<file path="src/rtl/qsgmii_arb_pkg.sv">
// Shared types and the round-robin pick used by the QSGMII RX frame arbiter.
package qsgmii_arb_pkg;

    localparam int NUM_LANES = 4;

    typedef enum logic [1:0] {
        IDLE    = 2'd0,
        GRANT   = 2'd1,
        STREAM  = 2'd2,
        DISCARD = 2'd3
    } arb_state_t;

    typedef struct packed {
        logic [31:0] data;
        logic [2:0]  bytes;
        logic        start;
        logic        last;
        logic        drop;
        logic [1:0]  lane;
    } lane_beat_t;

    // Returns {found, lane}: first requesting lane at or after ptr, wrapping.
    // The loop runs backwards so the lane closest to ptr is written last and wins.
    function automatic logic [2:0] rr_pick(input logic [NUM_LANES-1:0] req,
                                           input logic [1:0]           ptr);
        logic [2:0] result;
        logic [1:0] idx;
        result = 3'b000;
        for (int i = NUM_LANES - 1; i >= 0; i--) begin
            idx = ptr + 2'(i);
            if (req[idx]) begin
                result = {1'b1, idx};
            end
        end
        return result;
    endfunction

endpackage

</file>
<file path="src/rtl/eth_skid_buffer.sv">
// Two-entry output stage with registered outputs and an occupancy count.
// Handshake: a beat moves on a side exactly in the cycle where valid && ready
// are both high; valid never depends on ready, and the offered beat is held
// stable while valid && !ready.
module eth_skid_buffer
    import qsgmii_arb_pkg::*;
(
    input  logic       clk,
    input  logic       rst,
    input  logic       in_valid,
    output logic       in_ready,
    input  lane_beat_t in_beat,
    output logic       out_valid,
    input  logic       out_ready,
    output lane_beat_t out_beat,
    output logic [1:0] occupancy
);

    lane_beat_t main_q, main_d, spare_q, spare_d;
    logic       main_v_q, main_v_d, spare_v_q, spare_v_d;
    logic       fire, push;

    // Accept while the spare slot is free, or when full but draining this cycle.
    always_comb begin
        main_d    = main_q;
        main_v_d  = main_v_q;
        spare_d   = spare_q;
        spare_v_d = spare_v_q;
        fire      = main_v_q && out_ready;
        in_ready  = !spare_v_q || out_ready;
        push      = in_valid && in_ready;
        if (fire) begin
            if (spare_v_q) begin
                main_d    = spare_q;
                spare_v_d = push;
                if (push) begin
                    spare_d = in_beat;
                end
            end else begin
                main_v_d = push;
                if (push) begin
                    main_d = in_beat;
                end
            end
        end else if (push) begin
            if (!main_v_q) begin
                main_v_d = 1'b1;
                main_d   = in_beat;
            end else begin
                spare_v_d = 1'b1;
                spare_d   = in_beat;
            end
        end
    end

    // Storage registers; reset empties both slots and zeroes the output beat.
    always_ff @(posedge clk) begin
        if (rst) begin
            main_q    <= '0;
            main_v_q  <= 1'b0;
            spare_q   <= '0;
            spare_v_q <= 1'b0;
        end else begin
            main_q    <= main_d;
            main_v_q  <= main_v_d;
            spare_q   <= spare_d;
            spare_v_q <= spare_v_d;
        end
    end

    assign out_valid = main_v_q;
    assign out_beat  = main_q;
    assign occupancy = {1'b0, main_v_q} + {1'b0, spare_v_q};

endmodule

</file>
<file path="src/rtl/qsgmii_rx_frame_arbiter.sv">
// Frame-atomic round-robin arbiter: drains one committed frame at a time from
// the four lane FIFOs onto a single 32-bit stream, tagging each beat with its
// lane and truncating frames longer than MAX_FRAME_WORDS.
module qsgmii_rx_frame_arbiter
    import qsgmii_arb_pkg::*;
#(
    parameter int MAX_FRAME_WORDS = 384,
    parameter int CNT_WIDTH       = 16
) (
    input  logic                           clk,
    input  logic                           rst,
    input  logic [NUM_LANES-1:0]           lane_frame_ready,
    output logic [NUM_LANES-1:0]           lane_rd_en,
    input  logic [NUM_LANES*32-1:0]        lane_rd_data,
    input  logic [NUM_LANES*3-1:0]         lane_rd_bytes,
    input  logic [NUM_LANES-1:0]           lane_rd_last,
    output logic                           out_valid,
    input  logic                           out_ready,
    output logic                           out_start,
    output logic [31:0]                    out_data,
    output logic [2:0]                     out_bytes_valid,
    output logic                           out_last,
    output logic                           out_drop,
    output logic [1:0]                     out_lane,
    output logic [NUM_LANES*CNT_WIDTH-1:0] drop_count,
    output arb_state_t                     dbg_state,
    output logic [1:0]                     dbg_rr_ptr
);

    localparam int              WCW      = $clog2(MAX_FRAME_WORDS + 1);
    localparam logic [WCW-1:0]  LAST_IDX = WCW'(MAX_FRAME_WORDS - 1);

    arb_state_t           state_q, state_d;
    logic [1:0]           cur_lane_q, cur_lane_d;
    logic [1:0]           rr_ptr_q, rr_ptr_d;
    logic [WCW-1:0]       word_cnt_q, word_cnt_d;
    logic                 inflight_q, inflight_d;
    logic [CNT_WIDTH-1:0] drop_cnt_q [NUM_LANES];
    logic [CNT_WIDTH-1:0] drop_cnt_d [NUM_LANES];

    logic       rd_en;
    logic       push_valid, push_ready;
    lane_beat_t push_beat, skid_beat;
    logic [1:0] skid_occ;
    logic       skid_out_valid, out_fire, credit_ok;
    logic [2:0] pick;
    logic [31:0] ret_data;
    logic [2:0]  ret_bytes;
    logic        ret_last;
    logic        ret_is_last;

    assign pick      = rr_pick(lane_frame_ready, rr_ptr_q);
    assign ret_data  = lane_rd_data[{cur_lane_q, 5'd0} +: 32];
    assign ret_bytes = lane_rd_bytes[int'(cur_lane_q) * 3 +: 3];
    assign ret_last  = lane_rd_last[cur_lane_q];
    // The returning word is only meaningful the cycle after a pop.
    assign ret_is_last = inflight_q && ret_last;

    // A beat leaving the skid this cycle frees a slot for the word popped now,
    // which is what sustains one word per cycle with occupancy + in-flight < 2.
    assign out_fire  = skid_out_valid && out_ready;
    assign credit_ok = push_ready &&
                       (({1'b0, skid_occ} + {2'b0, inflight_q}) < (3'd2 + {2'b0, out_fire}));

    // Next-state, pop strobe and skid push for the grant/stream/discard sequence.
    always_comb begin
        state_d    = state_q;
        cur_lane_d = cur_lane_q;
        rr_ptr_d   = rr_ptr_q;
        word_cnt_d = word_cnt_q;
        drop_cnt_d = drop_cnt_q;
        rd_en      = 1'b0;
        push_valid = 1'b0;
        push_beat  = '0;
        case (state_q)
            IDLE: begin
                if (pick[2]) begin
                    cur_lane_d = pick[1:0];
                    state_d    = GRANT;
                end
            end
            GRANT: begin
                word_cnt_d = '0;
                state_d    = STREAM;
            end
            STREAM: begin
                // Never pop in the cycle the frame's last word comes back:
                // that pop would steal the first word of the next frame.
                rd_en = credit_ok && !ret_is_last;
                if (inflight_q) begin
                    push_valid      = 1'b1;
                    push_beat.data  = ret_data;
                    push_beat.bytes = ret_bytes;
                    push_beat.start = (word_cnt_q == '0);
                    push_beat.last  = ret_last;
                    push_beat.lane  = cur_lane_q;
                    word_cnt_d      = word_cnt_q + 1'b1;
                    if (ret_last) begin
                        rr_ptr_d = cur_lane_q + 2'd1;
                        state_d  = IDLE;
                    end else if (word_cnt_q == LAST_IDX) begin
                        push_beat.last = 1'b1;
                        push_beat.drop = 1'b1;
                        if (drop_cnt_q[cur_lane_q] != '1) begin
                            drop_cnt_d[cur_lane_q] = drop_cnt_q[cur_lane_q] + 1'b1;
                        end
                        state_d = DISCARD;
                    end
                end
            end
            DISCARD: begin
                rd_en = !ret_is_last;
                if (ret_is_last) begin
                    rr_ptr_d = cur_lane_q + 2'd1;
                    state_d  = IDLE;
                end
            end
            default: state_d = IDLE;
        endcase
        inflight_d = rd_en;
    end

    // Arbiter state registers; reset abandons any frame in progress.
    always_ff @(posedge clk) begin
        if (rst) begin
            state_q    <= IDLE;
            cur_lane_q <= 2'd0;
            rr_ptr_q   <= 2'd0;
            word_cnt_q <= '0;
            inflight_q <= 1'b0;
            for (int g = 0; g < NUM_LANES; g++) begin
                drop_cnt_q[g] <= '0;
            end
        end else begin
            state_q    <= state_d;
            cur_lane_q <= cur_lane_d;
            rr_ptr_q   <= rr_ptr_d;
            word_cnt_q <= word_cnt_d;
            inflight_q <= inflight_d;
            drop_cnt_q <= drop_cnt_d;
        end
    end

    eth_skid_buffer u_skid (
        .clk       (clk),
        .rst       (rst),
        .in_valid  (push_valid),
        .in_ready  (push_ready),
        .in_beat   (push_beat),
        .out_valid (skid_out_valid),
        .out_ready (out_ready),
        .out_beat  (skid_beat),
        .occupancy (skid_occ)
    );

    // Flatten the per-lane drop counters onto the output bus.
    always_comb begin
        drop_count = '0;
        for (int g = 0; g < NUM_LANES; g++) begin
            drop_count[g*CNT_WIDTH +: CNT_WIDTH] = drop_cnt_q[g];
        end
    end

    assign lane_rd_en      = rd_en ? ({{(NUM_LANES-1){1'b0}}, 1'b1} << cur_lane_q) : '0;
    assign out_valid       = skid_out_valid;
    assign out_start       = skid_beat.start;
    assign out_data        = skid_beat.data;
    assign out_bytes_valid = skid_beat.bytes;
    assign out_last        = skid_beat.last;
    assign out_drop        = skid_beat.drop;
    assign out_lane        = skid_beat.lane;
    assign dbg_state       = state_q;
    assign dbg_rr_ptr      = rr_ptr_q;

endmodule
</file>
<file path="config.mk">
export PLATFORM = sky130hd
export DESIGN_NAME = qsgmii_rx_frame_arbiter
export DESIGN_NICKNAME = d
export VERILOG_FILES = /design/src/rtl/qsgmii_arb_pkg.sv /design/src/rtl/eth_skid_buffer.sv /design/src/rtl/qsgmii_rx_frame_arbiter.sv
export SDC_FILE = /design/constraint.sdc
export NUM_CORES = 1
export LEC_CHECK = 0
export CAP_MARGIN = 20
export CELL_PAD_IN_SITES_DETAIL_PLACEMENT = 0
export CELL_PAD_IN_SITES_GLOBAL_PLACEMENT = 2
export CORE_UTILIZATION = 25
export CTS_CLUSTER_SIZE = 25
export DETAILED_ROUTE_END_ITERATION = 6
export HOLD_SLACK_MARGIN = 0.03
export PLACE_DENSITY_LB_ADDON = 0.12
export SLEW_MARGIN = 20
export SYNTH_ARGS = -nofsm -noshare
export SYNTH_HDL_FRONTEND = slang
export SYNTH_SLANG_ARGS = --single-unit
export TNS_END_PERCENT = 20
</file>
<file path="constraint.sdc">
create_clock -name clk -period 3.1 [get_ports clk]
set_input_delay 0.465 -clock clk [delete_from_list [all_inputs] [get_ports clk]]
set_output_delay 0.465 -clock clk [all_outputs]
set_load 0.05 [all_outputs]
</file>
==> impl_metrics.yaml, run 1 <==
worst_setup_path:
  crit_start: "u_skid.spare_v_q"
  cp_slowest_stage_delay_ns: 0.52
  ff2ff_path_depth: 11
  slowest_stage: "dfxtp_1"
  crit_chain: "fa_1 -> o21ai_0 -> a21oi_1 -> a21oi_1 -> nand2_1 -> nor2_1 -> buf_12"
  r2r_slack_ns: 0.32
  crit_path_max_fanout: 7
  reg2reg_from: "cur_lane_q[0]"
  crit_top_cell: "a21oi_1"
  criticalPathCategory: "reg -> out"
  endpoint: "lane_rd_en[3]"
  r2r_end: "drop_count[23]"
  start_kind: "register"
  critPathRequiredTime_ns: 2.63
  cp.arrival_ns: 2.39
  crit_path_end_kind: "output port"
final_layout:
  layout.nets: 1234
  diodes: 0
  drive_gt1_frac: 0.130
  final_area_um2: 11800
  fillCellCount: 3208
  final_cells: 1490
  final_core_util: 0.373
  final-seq-area_um2: 3250
  multi_input_area_um2: 4460
  area_growth_pct: 46.0
power:
  p_leak_nw: 3.82
  vdd_drop_max_v: 0.000355
  power.density_nw_per_um2: 433
  p_total_mw: 5.13
detailed_routing:
  firstDrtPassIters: 4
  vias_per_cell: 4.75
  route.detailed.drc: 0
  drt_iter0_drc: 288
  avgRoutedWirePerCell_um: 17.9
  vias: 7081
  drt-total-wl_um: 26700
  antenna_left: 0
clocking:
  numCtsBuffers: 17
  postCtsSetupRepairBufs: 0
  cts_tree: "done"
  cts_buffer_depth: 2
  cts_hold_buf: 0
  cts_num_sinks: 162
  htree_levels: 4
  clk_pin_slew_ns: 0.06
  cts_root_buf: "clkbuf_16"
  clk_latency_ns: 0.42
logic_synthesis:
  syn_area_per_cell_um2: 9.71
  yosysTopAreaCellShare: 0.400
  ys.flop_type: "dfxtp_1"
  ys_seq_area_frac: 0.400
  netlist_instances: 835
  synth_top_area_cell: "dfxtp_1"
  yosys_register_bits: 162
  synthArstFlopShare: 0
  syn-cell-area_um2: 8110
  yosysMostFrequentCell: "dfxtp_1"
  synth_enable_flop_cells: 0
  synthTopCellsByCount: "dfxtp_1 (162), nor2_1 (129), nand2_1 (91)"
  yosys_warnings: 0
  synthDistinctLibCells: 52
  syn_nets: 994
  synthTopCellsByArea: "dfxtp_1 (40%), mux4_2 (12%), nor2_1 (6.0%)"
timing:
  slew_headroom: 0.492
  whs_ns: 0.455
  min_period_over_period: 0.921
  finalHoldViolCount: 0
  tightest_slew_ns: 0.762
  skew_ns: 0.00780
  period_needed_ns: 2.85
  finalSetupTns_ns: 0
  fin_ws_ns: 0.245
  setup-violations-final: 0
  fmax_mhz: 350
  slew_violations: 0
  rsz0062_at_grt: "false"
global_route:
  gr-usage-all-layers: 0.161
  grt_overflow: 0
  grt_pass1_wl_um: 41200
  antenna_found_initial: 0
  grt_pass1_vias: 7018
  grt_max_degree: 81
min_path:
  hp-class: "reg -> reg"
  hp-start: "u_skid.spare_q[38]"
die:
  fp.dieW_um: 182
  rows: 65
  start_util: 0.256
  die_area_um2: 33100
  dieHeight_um: 182
  fp.coreArea_um2: 31700
  ios: 264
placement:
  io_buffers: 263
  place_area_um2: 11200
  dp_cells: 1458
  hpwlAfterDp_um: 18800
  gp_congestion: 0.735
  place_ws_ns: 0.322
status:
  status: "finished, final reports clean"
run:
  cap_viol_max_count: 0
## worst min path at each step
stage,to,slack [ns],depth (start not counted)
finish,u_skid.spare_q[38],0.45,2
global route,u_skid.spare_q[26],0.47,2
CTS,u_skid.spare_q[18],0.46,2
detailed placement,u_skid.spare_q[18],0.45,2
global placement,u_skid.spare_q[28],0.44,2
floorplan,u_skid.spare_q[18],0.43,2
## flip-flops by register name, summed over array words and instances (netlist names), 2 cells and up
name / cells
cur_lane_q: 2
dbg_rr_ptr: 2
dbg_state: 2
drop_count: 64
u_skid.out_beat: 40
u_skid.spare_q: 40
word_cnt_q: 9
## what timing repair did
action | CTS | global route
setup endpoints to repair | 0 | 4
hold endpoints to repair | 0 | 0
gates resized for setup | 0 | 2
## worst max-delay path, delay by kind of cell (launching register included)
kind / cells / cell delay, ns
flops: 1 / 0.52
compound gates: 3 / 0.42
fa+ha+maj: 1 / 0.48
simple gates: 2 / 0.36
buf+inv: 1 / 0.17
## routing by layer
layer	up-vias	global-route usage	share of wire
met2	163	0.269	0.48
met5	-	0	0
met1	3379	0.210	0.46
li1	3524	-	-
met3	15	0.0343	0.050
met4	0	0.0413	0.011
## cell type report
class                   count  area share
repair buffers            291       0.248
multi-input cells         587       0.377
flip-flops and latches    162       0.275
well taps                 402      0.0425
clock inverters            12      0.0152
clock buffers              20      0.0377
inverters                  16     0.00507
## cell families after synthesis
group,share of synthesized area
muxes,0.196
and+or+nand+nor,0.148
AOI/OAI and AO/OA,0.172
buffers and inverters,0.0528
xor gates and xnor gates,0.0173
DFF,0.400
adders and majority gates,0.0133
## power by group
part / internal (mW) / leakage (nW) / total (mW) / switching (mW)
Sequential: 2.11 / 1.31 / 2.13 / 0.0241
Clock: 1.37 / 0.297 / 2.27 / 0.893
Combinational: 0.370 / 2.21 / 0.724 / 0.355
Total: 3.85 / 3.82 / 5.13 / 1.27
## cell usage in the layout (no fill, tap or decap), drive strengths merged, types with 4 or more instances in the layout
cell / count
nand2: 91
clkdlybuf4s50: 258
nor2: 142
a22oi: 37
o21ai: 9
nand3: 14
a21oi: 55
xnor2: 10
clkbuf: 20
nand4: 4
inv: 18
a211oi: 76
mux2i: 39
dfxtp: 162
mux4: 51
xor2: 6
bufinv: 4
nor3: 6
ha: 7
buf: 33
and3: 7
(Power assumes the default switching activity.)
==> run 2, diff against run 1 <==
- MAX_ROUTING_LAYER: default -> met4
==> run 2 against run 1 <==
  * First-iteration DRC count grew 17%
  * Power grew 0.12%
  * Core utilization is the same
  * Hold slack lost 0.0022 ns
  * Via count is essentially flat
  * Non-clock buffer count is the same
  * Final area is the same
  * Die area is the same
  * Sequential share of layout area is the same
  * Critical path depth is the same
  * Critical endpoint unchanged
==> impl_metrics.yaml, run 2 (synthesis gave the netlist of run 1 again) <==
final_layout:
  layout.nets: 1234
  area_growth_pct: 46.0
  largest_reg_flops: 64
  final_cell_mix: "clkdlybuf4s50_1 (258), dfxtp_1 (159), nor2_1 (127), nand2_1 (91), a211oi_1 (64)"
  diodes: 0
  drive_gt1_frac: 0.130
  final_cells: 1490
  layout_commonest_cell: "clkdlybuf4s50_1"
detailed_routing:
  avgRoutedWirePerCell_um: 18.0
  vias_per_cell: 4.75
  antenna_left: 0
  drt-total-wl_um: 26800
  firstDrtPassIters: 5
  route.detailed.drc: 0
  drt_iter0_drc: 336
  vias: 7084
min_path:
  hp-class: "reg -> reg"
power:
  power.density_nw_per_um2: 434
  p_leak_nw: 3.82
  vdd_drop_max_v: 0.000353
placement:
  gp_congestion: 0.744
  io_buffers: 263
  dp_cells: 1458
  hpwlAfterDp_um: 18800
  place_ws_ns: 0.322
die:
  die_area_um2: 33100
  rows: 65
  dieHeight_um: 182
  fp.dieW_um: 182
  fp.coreArea_um2: 31700
  ios: 264
  start_util: 0.256
clocking:
  cts_root_buf: "clkbuf_16"
  htree_levels: 4
  cts_buffer_depth: 2
  numCtsBuffers: 17
  cts_hold_buf: 0
  postCtsSetupRepairBufs: 0
  clk_pin_slew_ns: 0.07
  clk_latency_ns: 0.42
  cts_num_sinks: 162
  cts_tree: "done"
status:
  status: "finished, final reports clean"
timing:
  setup-violations-final: 0
  slew_violations: 0
  slew_headroom: 0.491
  rsz0062_at_grt: "false"
  finalSetupTns_ns: 0
  fin_ws_ns: 0.253
  period_needed_ns: 2.85
  tightest_slew_ns: 0.764
  fmax_mhz: 351
  finalHoldViolCount: 0
  skew_ns: 0.00878
  min_period_over_period: 0.919
worst_setup_path:
  crit_path_max_fanout: 7
  criticalPathCategory: "reg -> out"
  cp.arrival_ns: 2.38
  start_kind: "register"
  crit_path_end_kind: "output port"
  critPathRequiredTime_ns: 2.63
run:
  cap_viol_max_count: 0
global_route:
  antenna_found_initial: 0
  grt_pass1_vias: 6992
  grt_max_degree: 81
  grt_overflow: 0
  gr-usage-all-layers: 0.166
  grt_pass1_wl_um: 41300
run 2: cell counts in the layout (fill, tap and decap cells not counted):
No cell type changed its count.
run 2: what timing repair did:
| item | in CTS | in global routing |
|---|---|---|
| hold endpoints to repair | 0 | 0 |
| gates resized for setup | 0 | 2 |
| endpoints found under the setup margin | 0 | 4 |
run 2: layout make-up:
cell class,count,area [um2]
fillers,3208,19900
multi-input cells,587,4460
well taps,402,503
clock inverters,12,180
flip-flops and latches,162,3250
clock buffers,20,447
repair buffers,291,2930
inverters,16,60.1
run 2: metal layers:
layer,vias to the layer above,GRT usage,wire [um]
met5,-,-,0
met4,0,0.0413,285
met3,13,0.0319,1270
met2,169,0.268,12900
met1,3382,0.213,12300
li1,3520,-,-
run 2: path summary, 6_finish.rpt:
| check | cells after the start | slack, ns | from | to |
|---|---|---|---|---|
| min reg2reg | 2 | 0.45 | u_skid.spare_q[18] | u_skid.spare_q[18] |
| max reg2reg | 11 | 0.31 | cur_lane_q[0] | drop_count[23] |
| min | 2 | 0.45 | u_skid.spare_q[18] | u_skid.spare_q[18] |
| max | 7 | 0.25 | u_skid.spare_v_q | lane_rd_en[3] |
run 2: report_power, final:
part	switching [mW]	leakage [nW]	total [mW]	internal [mW]
clock network	0.899	0.297	2.27	1.38
registers	0.0243	1.31	2.13	2.11
logic	0.355	2.21	0.725	0.370
total	1.28	3.82	5.13	3.85
run 2: critical path: stages, from the launching register on:
cell and delay, ns:
dfxtp_1 0.52, fa_1 0.48, o21ai_0 0.17, a21oi_1 0.12, a21oi_1 0.13, nand2_1 0.13, nor2_1 0.23, buf_12 0.17
run 2: stage by stage:
| stage | cell area, um2 | hold WS, ns | total power, mW | utilization |
|---|---|---|---|---|
| after floorplan | 8110 | 0.432 | 2.57 | - |
| after global placement | 11200 | 0.439 | 2.92 | 0.353 |
| after detailed placement | 11200 | 0.447 | 2.92 | 0.353 |
| after CTS | 11800 | 0.457 | 5.22 | 0.373 |
| after global routing | 11800 | 0.472 | 5.34 | 0.373 |
| final | 11800 | 0.453 | 5.13 | 0.373 |
